`config.mk`:
```
export PLATFORM = sky130hd
export DESIGN_NAME = aqua_sensor_classifier_flat
export DESIGN_NICKNAME = d
export VERILOG_FILES = /design/src/rtl/aqua_sensor_classifier_if.sv /design/src/rtl/aqua_sensor_classifier.sv /design/src/flat_wrapper.sv
export SDC_FILE = /design/constraint.sdc
export NUM_CORES = 1
export LEC_CHECK = 0
export BUFFER_PORTS_ARGS = -buffer_cell sky130_fd_sc_hd__clkbuf_2
export CAP_MARGIN = 20
export CORE_ASPECT_RATIO = 1.4
export CORE_UTILIZATION = 54
export CTS_BUF_LIST = sky130_fd_sc_hd__clkbuf_4
export DETAILED_ROUTE_END_ITERATION = 8
export PLACE_DENSITY_LB_ADDON = 0.08
export SYNTH_ARGS = -nofsm -noshare
export SYNTH_HDL_FRONTEND = slang
export SYNTH_SLANG_ARGS = --single-unit
```
`constraint.sdc`:
```
create_clock -name clk -period 2.4 [get_ports clk]
set_input_delay 0.12 -clock clk [delete_from_list [all_inputs] [get_ports clk]]
set_output_delay 0.12 -clock clk [all_outputs]
set_load 0.02 [all_outputs]
```
`src/rtl/aqua_sensor_classifier_if.sv`:
```
// Sample/condition bundle between the sensor front end and the classifier.
// Latency: none (wires only).
// Backpressure: none; samples are fire-and-forget strobes, condition code is level.
// Ports: sample_valid, do_level, temp, ph (toward classifier);
//        I1, I0, cond_changed, sensor_fault (from classifier).
interface aqua_sensor_classifier_if #(
  parameter int W = 8
);
  logic         sample_valid;
  logic [W-1:0] do_level;
  logic [W-1:0] temp;
  logic [W-1:0] ph;
  logic         I1;
  logic         I0;
  logic         cond_changed;
  logic         sensor_fault;

  // master: sensor front end / test driver
  modport master (
    output sample_valid, do_level, temp, ph,
    input  I1, I0, cond_changed, sensor_fault
  );

  // slave: the classifier
  modport slave (
    input  sample_valid, do_level, temp, ph,
    output I1, I0, cond_changed, sensor_fault
  );
endinterface

```
`src/rtl/aqua_sensor_classifier.sv`:
```
// Classifies water-quality samples into normal/warning/critical with persistence filter and sample watchdog.
// Latency: condition code registered on the edge that samples the qualifying input, visible next cycle.
// Backpressure: none; every sample_valid strobe is consumed, the block never stalls its source.
// Ports: clk, rst_n (async active-low); bus.slave carries sample_valid/do_level/temp/ph in and
//        I1/I0 (condition code), cond_changed (1-cycle pulse), sensor_fault out.
module aqua_sensor_classifier #(
  parameter int W            = 8,
  parameter int DO_WARN_LO   = 60,
  parameter int DO_CRIT_LO   = 40,
  parameter int TEMP_WARN_LO = 24,
  parameter int TEMP_WARN_HI = 30,
  parameter int TEMP_CRIT_LO = 20,
  parameter int TEMP_CRIT_HI = 34,
  parameter int PH_WARN_LO   = 65,
  parameter int PH_WARN_HI   = 85,
  parameter int PH_CRIT_LO   = 55,
  parameter int PH_CRIT_HI   = 95,
  parameter int ESC_CNT      = 2,
  parameter int DEESC_CNT    = 4,
  parameter int TIMEOUT      = 1000
) (
  input logic                      clk,
  input logic                      rst_n,
  aqua_sensor_classifier_if.slave  bus
);

  typedef enum logic [1:0] {
    COND_NORMAL = 2'b00,
    COND_WARN   = 2'b01,
    COND_CRIT   = 2'b10,
    COND_FAULT  = 2'b11
  } cond_t;

  // Thresholds resized to the sample width so the compares are width-clean.
  localparam logic [W-1:0] DO_WL = W'(DO_WARN_LO);
  localparam logic [W-1:0] DO_CL = W'(DO_CRIT_LO);
  localparam logic [W-1:0] T_WL  = W'(TEMP_WARN_LO);
  localparam logic [W-1:0] T_WH  = W'(TEMP_WARN_HI);
  localparam logic [W-1:0] T_CL  = W'(TEMP_CRIT_LO);
  localparam logic [W-1:0] T_CH  = W'(TEMP_CRIT_HI);
  localparam logic [W-1:0] PH_WL = W'(PH_WARN_LO);
  localparam logic [W-1:0] PH_WH = W'(PH_WARN_HI);
  localparam logic [W-1:0] PH_CL = W'(PH_CRIT_LO);
  localparam logic [W-1:0] PH_CH = W'(PH_CRIT_HI);

  localparam int CMAX = (ESC_CNT > DEESC_CNT) ? ESC_CNT : DEESC_CNT;
  localparam int CW   = $clog2(CMAX + 1);
  localparam logic [CW-1:0] ESC_LAST   = CW'(ESC_CNT - 1);
  localparam logic [CW-1:0] DEESC_LAST = CW'(DEESC_CNT - 1);

  localparam int WW = $clog2(TIMEOUT + 1);
  localparam logic [WW-1:0] WD_MAX  = WW'(TIMEOUT);
  localparam logic [WW-1:0] WD_LAST = WW'(TIMEOUT - 1);

  cond_t          cond;
  cond_t          raw;
  logic           fault;
  logic           changed;
  logic [CW-1:0]  esc_cnt;
  logic [CW-1:0]  deesc_cnt;
  logic [WW-1:0]  wd_cnt;

  logic is_crit;
  logic is_warn;

  // Raw class of the current sample; only meaningful while sample_valid is high.
  always_comb begin
    is_crit = (bus.do_level < DO_CL) ||
              (bus.temp < T_CL) || (bus.temp > T_CH) ||
              (bus.ph < PH_CL)  || (bus.ph > PH_CH);
    is_warn = (bus.do_level < DO_WL) ||
              (bus.temp < T_WL) || (bus.temp > T_WH) ||
              (bus.ph < PH_WL)  || (bus.ph > PH_WH);
    raw = COND_NORMAL;
    if (is_crit) begin
      raw = COND_CRIT;
    end else if (is_warn) begin
      raw = COND_WARN;
    end
  end

  always_ff @(posedge clk or negedge rst_n) begin
    if (!rst_n) begin
      cond      <= COND_NORMAL;
      fault     <= 1'b0;
      changed   <= 1'b0;
      esc_cnt   <= '0;
      deesc_cnt <= '0;
      wd_cnt    <= '0;
    end else begin
      changed <= 1'b0;
      if (bus.sample_valid) begin
        // A sample always feeds the watchdog, even on the would-be timeout cycle.
        wd_cnt <= '0;
        if (fault) begin
          // Leaving fault takes the sample's class at once, no persistence.
          cond      <= raw;
          fault     <= 1'b0;
          esc_cnt   <= '0;
          deesc_cnt <= '0;
          changed   <= (raw != cond);
        end else if (raw == cond) begin
          esc_cnt   <= '0;
          deesc_cnt <= '0;
        end else if (raw > cond) begin
          deesc_cnt <= '0;
          if (esc_cnt == ESC_LAST) begin
            cond    <= raw;
            esc_cnt <= '0;
            changed <= 1'b1;
          end else begin
            esc_cnt <= esc_cnt + CW'(1);
          end
        end else begin
          esc_cnt <= '0;
          if (deesc_cnt == DEESC_LAST) begin
            cond      <= raw;
            deesc_cnt <= '0;
            changed   <= 1'b1;
          end else begin
            deesc_cnt <= deesc_cnt + CW'(1);
          end
        end
      end else begin
        if (wd_cnt != WD_MAX) begin
          wd_cnt <= wd_cnt + WW'(1);
        end
        // Fault is entered on the edge where the idle count reaches TIMEOUT.
        if (!fault && (wd_cnt == WD_LAST)) begin
          cond      <= COND_FAULT;
          fault     <= 1'b1;
          esc_cnt   <= '0;
          deesc_cnt <= '0;
          changed   <= (cond != COND_FAULT);
        end
      end
    end
  end

  assign bus.I1           = cond[1];
  assign bus.I0           = cond[0];
  assign bus.cond_changed = changed;
  assign bus.sensor_fault = fault;

endmodule

```
`src/flat_wrapper.sv`:
```
// flat-port wrapper written by rule: the top's interface ports become plain ports
module aqua_sensor_classifier_flat 
#(
  parameter int W            = 8,
  parameter int DO_WARN_LO   = 60,
  parameter int DO_CRIT_LO   = 40,
  parameter int TEMP_WARN_LO = 24,
  parameter int TEMP_WARN_HI = 30,
  parameter int TEMP_CRIT_LO = 20,
  parameter int TEMP_CRIT_HI = 34,
  parameter int PH_WARN_LO   = 65,
  parameter int PH_WARN_HI   = 85,
  parameter int PH_CRIT_LO   = 55,
  parameter int PH_CRIT_HI   = 95,
  parameter int ESC_CNT      = 2,
  parameter int DEESC_CNT    = 4,
  parameter int TIMEOUT      = 1000
)
  (clk, rst_n, bus_sample_valid, bus_do_level, bus_temp, bus_ph, bus_I1, bus_I0, bus_cond_changed, bus_sensor_fault);
  aqua_sensor_classifier_if #(.W(W)) bus_i ();
  input logic clk;
  input logic rst_n;
  input wire logic [$bits(bus_i.sample_valid)-1:0] bus_sample_valid;
  input wire logic [$bits(bus_i.do_level)-1:0] bus_do_level;
  input wire logic [$bits(bus_i.temp)-1:0] bus_temp;
  input wire logic [$bits(bus_i.ph)-1:0] bus_ph;
  output wire logic [$bits(bus_i.I1)-1:0] bus_I1;
  output wire logic [$bits(bus_i.I0)-1:0] bus_I0;
  output wire logic [$bits(bus_i.cond_changed)-1:0] bus_cond_changed;
  output wire logic [$bits(bus_i.sensor_fault)-1:0] bus_sensor_fault;
  assign bus_i.sample_valid = bus_sample_valid;
  assign bus_i.do_level = bus_do_level;
  assign bus_i.temp = bus_temp;
  assign bus_i.ph = bus_ph;
  assign bus_I1 = bus_i.I1;
  assign bus_I0 = bus_i.I0;
  assign bus_cond_changed = bus_i.cond_changed;
  assign bus_sensor_fault = bus_i.sensor_fault;
  aqua_sensor_classifier #(.W(W), .DO_WARN_LO(DO_WARN_LO), .DO_CRIT_LO(DO_CRIT_LO), .TEMP_WARN_LO(TEMP_WARN_LO), .TEMP_WARN_HI(TEMP_WARN_HI), .TEMP_CRIT_LO(TEMP_CRIT_LO), .TEMP_CRIT_HI(TEMP_CRIT_HI), .PH_WARN_LO(PH_WARN_LO), .PH_WARN_HI(PH_WARN_HI), .PH_CRIT_LO(PH_CRIT_LO), .PH_CRIT_HI(PH_CRIT_HI), .ESC_CNT(ESC_CNT), .DEESC_CNT(DEESC_CNT), .TIMEOUT(TIMEOUT)) u_core (.clk(clk), .rst_n(rst_n), .bus(bus_i));
endmodule
```
==> metrics.cfg <==
[route]
wire_per_inst_um = 11.9
drt_iter0_markers = 20
finalWirelength_um = 2200
drt.antenna.violating_nets = 0
drcViolationCount = 0
num_vias = 1006
drtPass1Iterations = 4
viasPerCell = 5.44

[setup_path]
endpoint_kind = flip-flop
critPathArrivalTime_ns = 2.37
cp_max_fo = 4
crit_type = input pin to flip-flop
cp.required_ns = 2.62
cp-start-kind = input pin

[sta]
final.period_utilization = 0.897
hold_viol = 0
final.min_clock_period_ns = 2.15
rsz0062_at_grt = false
relSlewSlack = 0.681
skew_ns = 0.00312
slew_viol_final = 0
worst_pin_slew_ns = 0.479
clock.fmax_mhz = 464
finalSetupViolations = 0
fin_setup_tns_ns = 0

[finish]
nNetsFinal = 198
n_antenna_cell = 0
fillerInstances = 174
fin_area_mm2 = 0.00141
stdcell_count = 185
drive_gt1_frac = 0.238
final_core_util = 0.690
area_delta_synth_final_pct = 16.8

[place]
gp_congestion = 0.774
dpl_cell_area_mm2 = 0.00138
port_buffers = 28
dpl.cell_count = 181
hpwl_um = 1780

[global_route]
grt_pass1_vias = 949
grtUsageTotal = 0.198
grt_max_degree = 21
antenna_found_initial = 0
grt-ovfl-total = 0
grt_pass1_wl_um = 3780

[synthesis]
syn_area_mm2 = 0.00121
synth-main-ff-cell = dfrtp_1
synth-edff-count = 0
synth_warnings = 0
ys_types = 41
avgSynthCellArea_um2 = 9.16
synth_async_sr_flop_share = 1.00
ys_ff_latch = 20
yosysSeqAreaShare = 0.414
synth.net_count = 164
synthCells = 132

[floorplanning]
die_y_um = 58.0
die_w_um = 42.0
die_area_mm2 = 0.00243
rows = 19
coreArea_mm2 = 0.00204
start_util = 0.591
io_pins = 31

[clocking]
cts_made_buffers = 3
clk_latency_ns = 0.29
h-tree-depth = 1
root_buffer = clkbuf_4
cts_resized = 0
clock-sinks = 20
clk_pin_slew_ns = 0.10
tritoncts = built
clockBufferDepth = 2

[power]
power_density_mw_per_mm2 = 572
cellLeakagePower_uw = 0.000712
irDropWorstVdd_mv = 0.353

[hold_path]
min_path_type = input pin to flip-flop

[job]
max-cap-violations = 0

[status]
status = complete, no violations

-- flip-flops by register name, summed over array words and instances, names as in the netlist --
| register | cells |
|---|---|
| u_core.esc_cnt | 3 |
| u_core.bus.sensor_fault | 1 |
| u_core.bus.cond_changed | 1 |
| u_core.cond | 2 |
| u_core.deesc_cnt | 3 |
| u_core.wd_cnt | 10 |
-- layout make-up --
class | count | area (um^2) | area share
clock buffer | 3 | 22.5 | 0.0160
inverter | 8 | 30.0 | 0.0213
timing repair buffer | 30 | 158 | 0.112
multi-input combinational | 103 | 674 | 0.478
sequential | 20 | 500 | 0.355
tap | 21 | 26.3 | 0.0186
-- logic make-up after synthesis --
kind of cell | after synthesis | share of synthesized area
flops | 20 | 0.414
xor+xnor | 8 | 0.0580
compound gates | 20 | 0.114
simple gates | 65 | 0.293
fa+ha+maj | 5 | 0.0518
buf+inv | 9 | 0.0279
mux | 5 | 0.0414
-- repair_timing --
| action | 4_1_cts | 5_1_grt |
|---|---|---|
| hold buffers | 1 | 0 |
| setup buffers | 0 | 0 |
| endpoints found under the hold margin | 20 | 0 |
-- synth_stat cells, types with 3 or more instances --
| library cell | number | area (um^2) |
|---|---|---|
| xnor2_1 | 5 | 43.8 |
| nand2_1 | 14 | 52.6 |
| nor2_1 | 19 | 71.3 |
| nor3_1 | 3 | 15.0 |
| a31oi_1 | 4 | 25.0 |
| and3_1 | 3 | 18.8 |
| nor2b_1 | 3 | 18.8 |
| xor2_1 | 3 | 26.3 |
| mux2i_1 | 5 | 50.1 |
| a21oi_1 | 3 | 15.0 |
| dfrtp_1 | 20 | 500 |
| inv_1 | 8 | 30.0 |
| ha_1 | 5 | 62.6 |
| nand3_1 | 5 | 25.0 |
| o21ai_0 | 3 | 15.0 |
-- power breakdown --
group / switching [uW] / internal [uW] / leakage (uW)
sequential: 31.3 / 369 / 0.000269
clock: 90.7 / 58.3 / 0.0000138
combinational: 144 / 115 / 0.000429
-- metal layers --
layer | vias up | wire length (um) | track usage
met1 | 450 | 971 | 0.237
met5 | - | 0 | 0
met2 | 19 | 1140 | 0.364
met4 | 0 | 27 | 0.0553
met3 | 4 | 64 | 0.0312
li1 | 533 | - | -
-- worst max-delay path: stages --
cell and delay (ns):
clkbuf_2 0.08, or3_1 0.38, a21oi_1 0.14, o221ai_1 0.18
a41o_1 0.27, ha_1 0.28, nand2_1 0.05, o21ai_1 0.19
mux2i_1 0.15, a22oi_1 0.31, mux2i_1 0.22
-- layout by cell type, fill, tap and decap left out, types with 4 or more instances in the layout --
| master | instances |
|---|---|
| nor2_1 | 19 |
| ha_1 | 5 |
| nand3_1 | 5 |
| clkbuf_2 | 28 |
| xnor2_1 | 5 |
| inv_1 | 8 |
| a31oi_1 | 4 |
| nand2_1 | 14 |
| dfrtp_1 | 20 |
| mux2i_1 | 5 |
-- per-stage QoR --
stage | worst slack [ns] | power [uW] | hold WS (ns)
5_1_grt | 0.0420 | 863 | 0.228
6_report | 0.247 | 808 | 0.212
2_1_floorplan | 0.281 | 571 | -0.176
3_3_place_gp | 0.0249 | 651 | 0.100
4_1_cts | 0.262 | 817 | 0.214
3_5_place_dp | -0.0403 | 665 | 0.102
-- path summary, 6_finish.rpt --
| check | startpoint | endpoint | slack [ns] | depth (start not counted) |
|---|---|---|---|---|
| worst min register to register | u_core.deesc_cnt[2] | u_core.deesc_cnt[2] | 0.49 | 1 |
| worst max register to register | u_core.cond[1] | u_core.cond[0] | 0.45 | 7 |
| min in group asynchronous | rst_n | u_core.esc_cnt[2] | 0.31 | 2 |
| worst max-delay path | bus_temp[7] | u_core.cond[0] | 0.25 | 11 |
| max in group asynchronous | rst_n | u_core.wd_cnt[8] | 1.77 | 2 |
| worst min-delay path | bus_sample_valid | u_core.bus.sensor_fault | 0.21 | 2 |
Power figures use the tool's default switching activity.
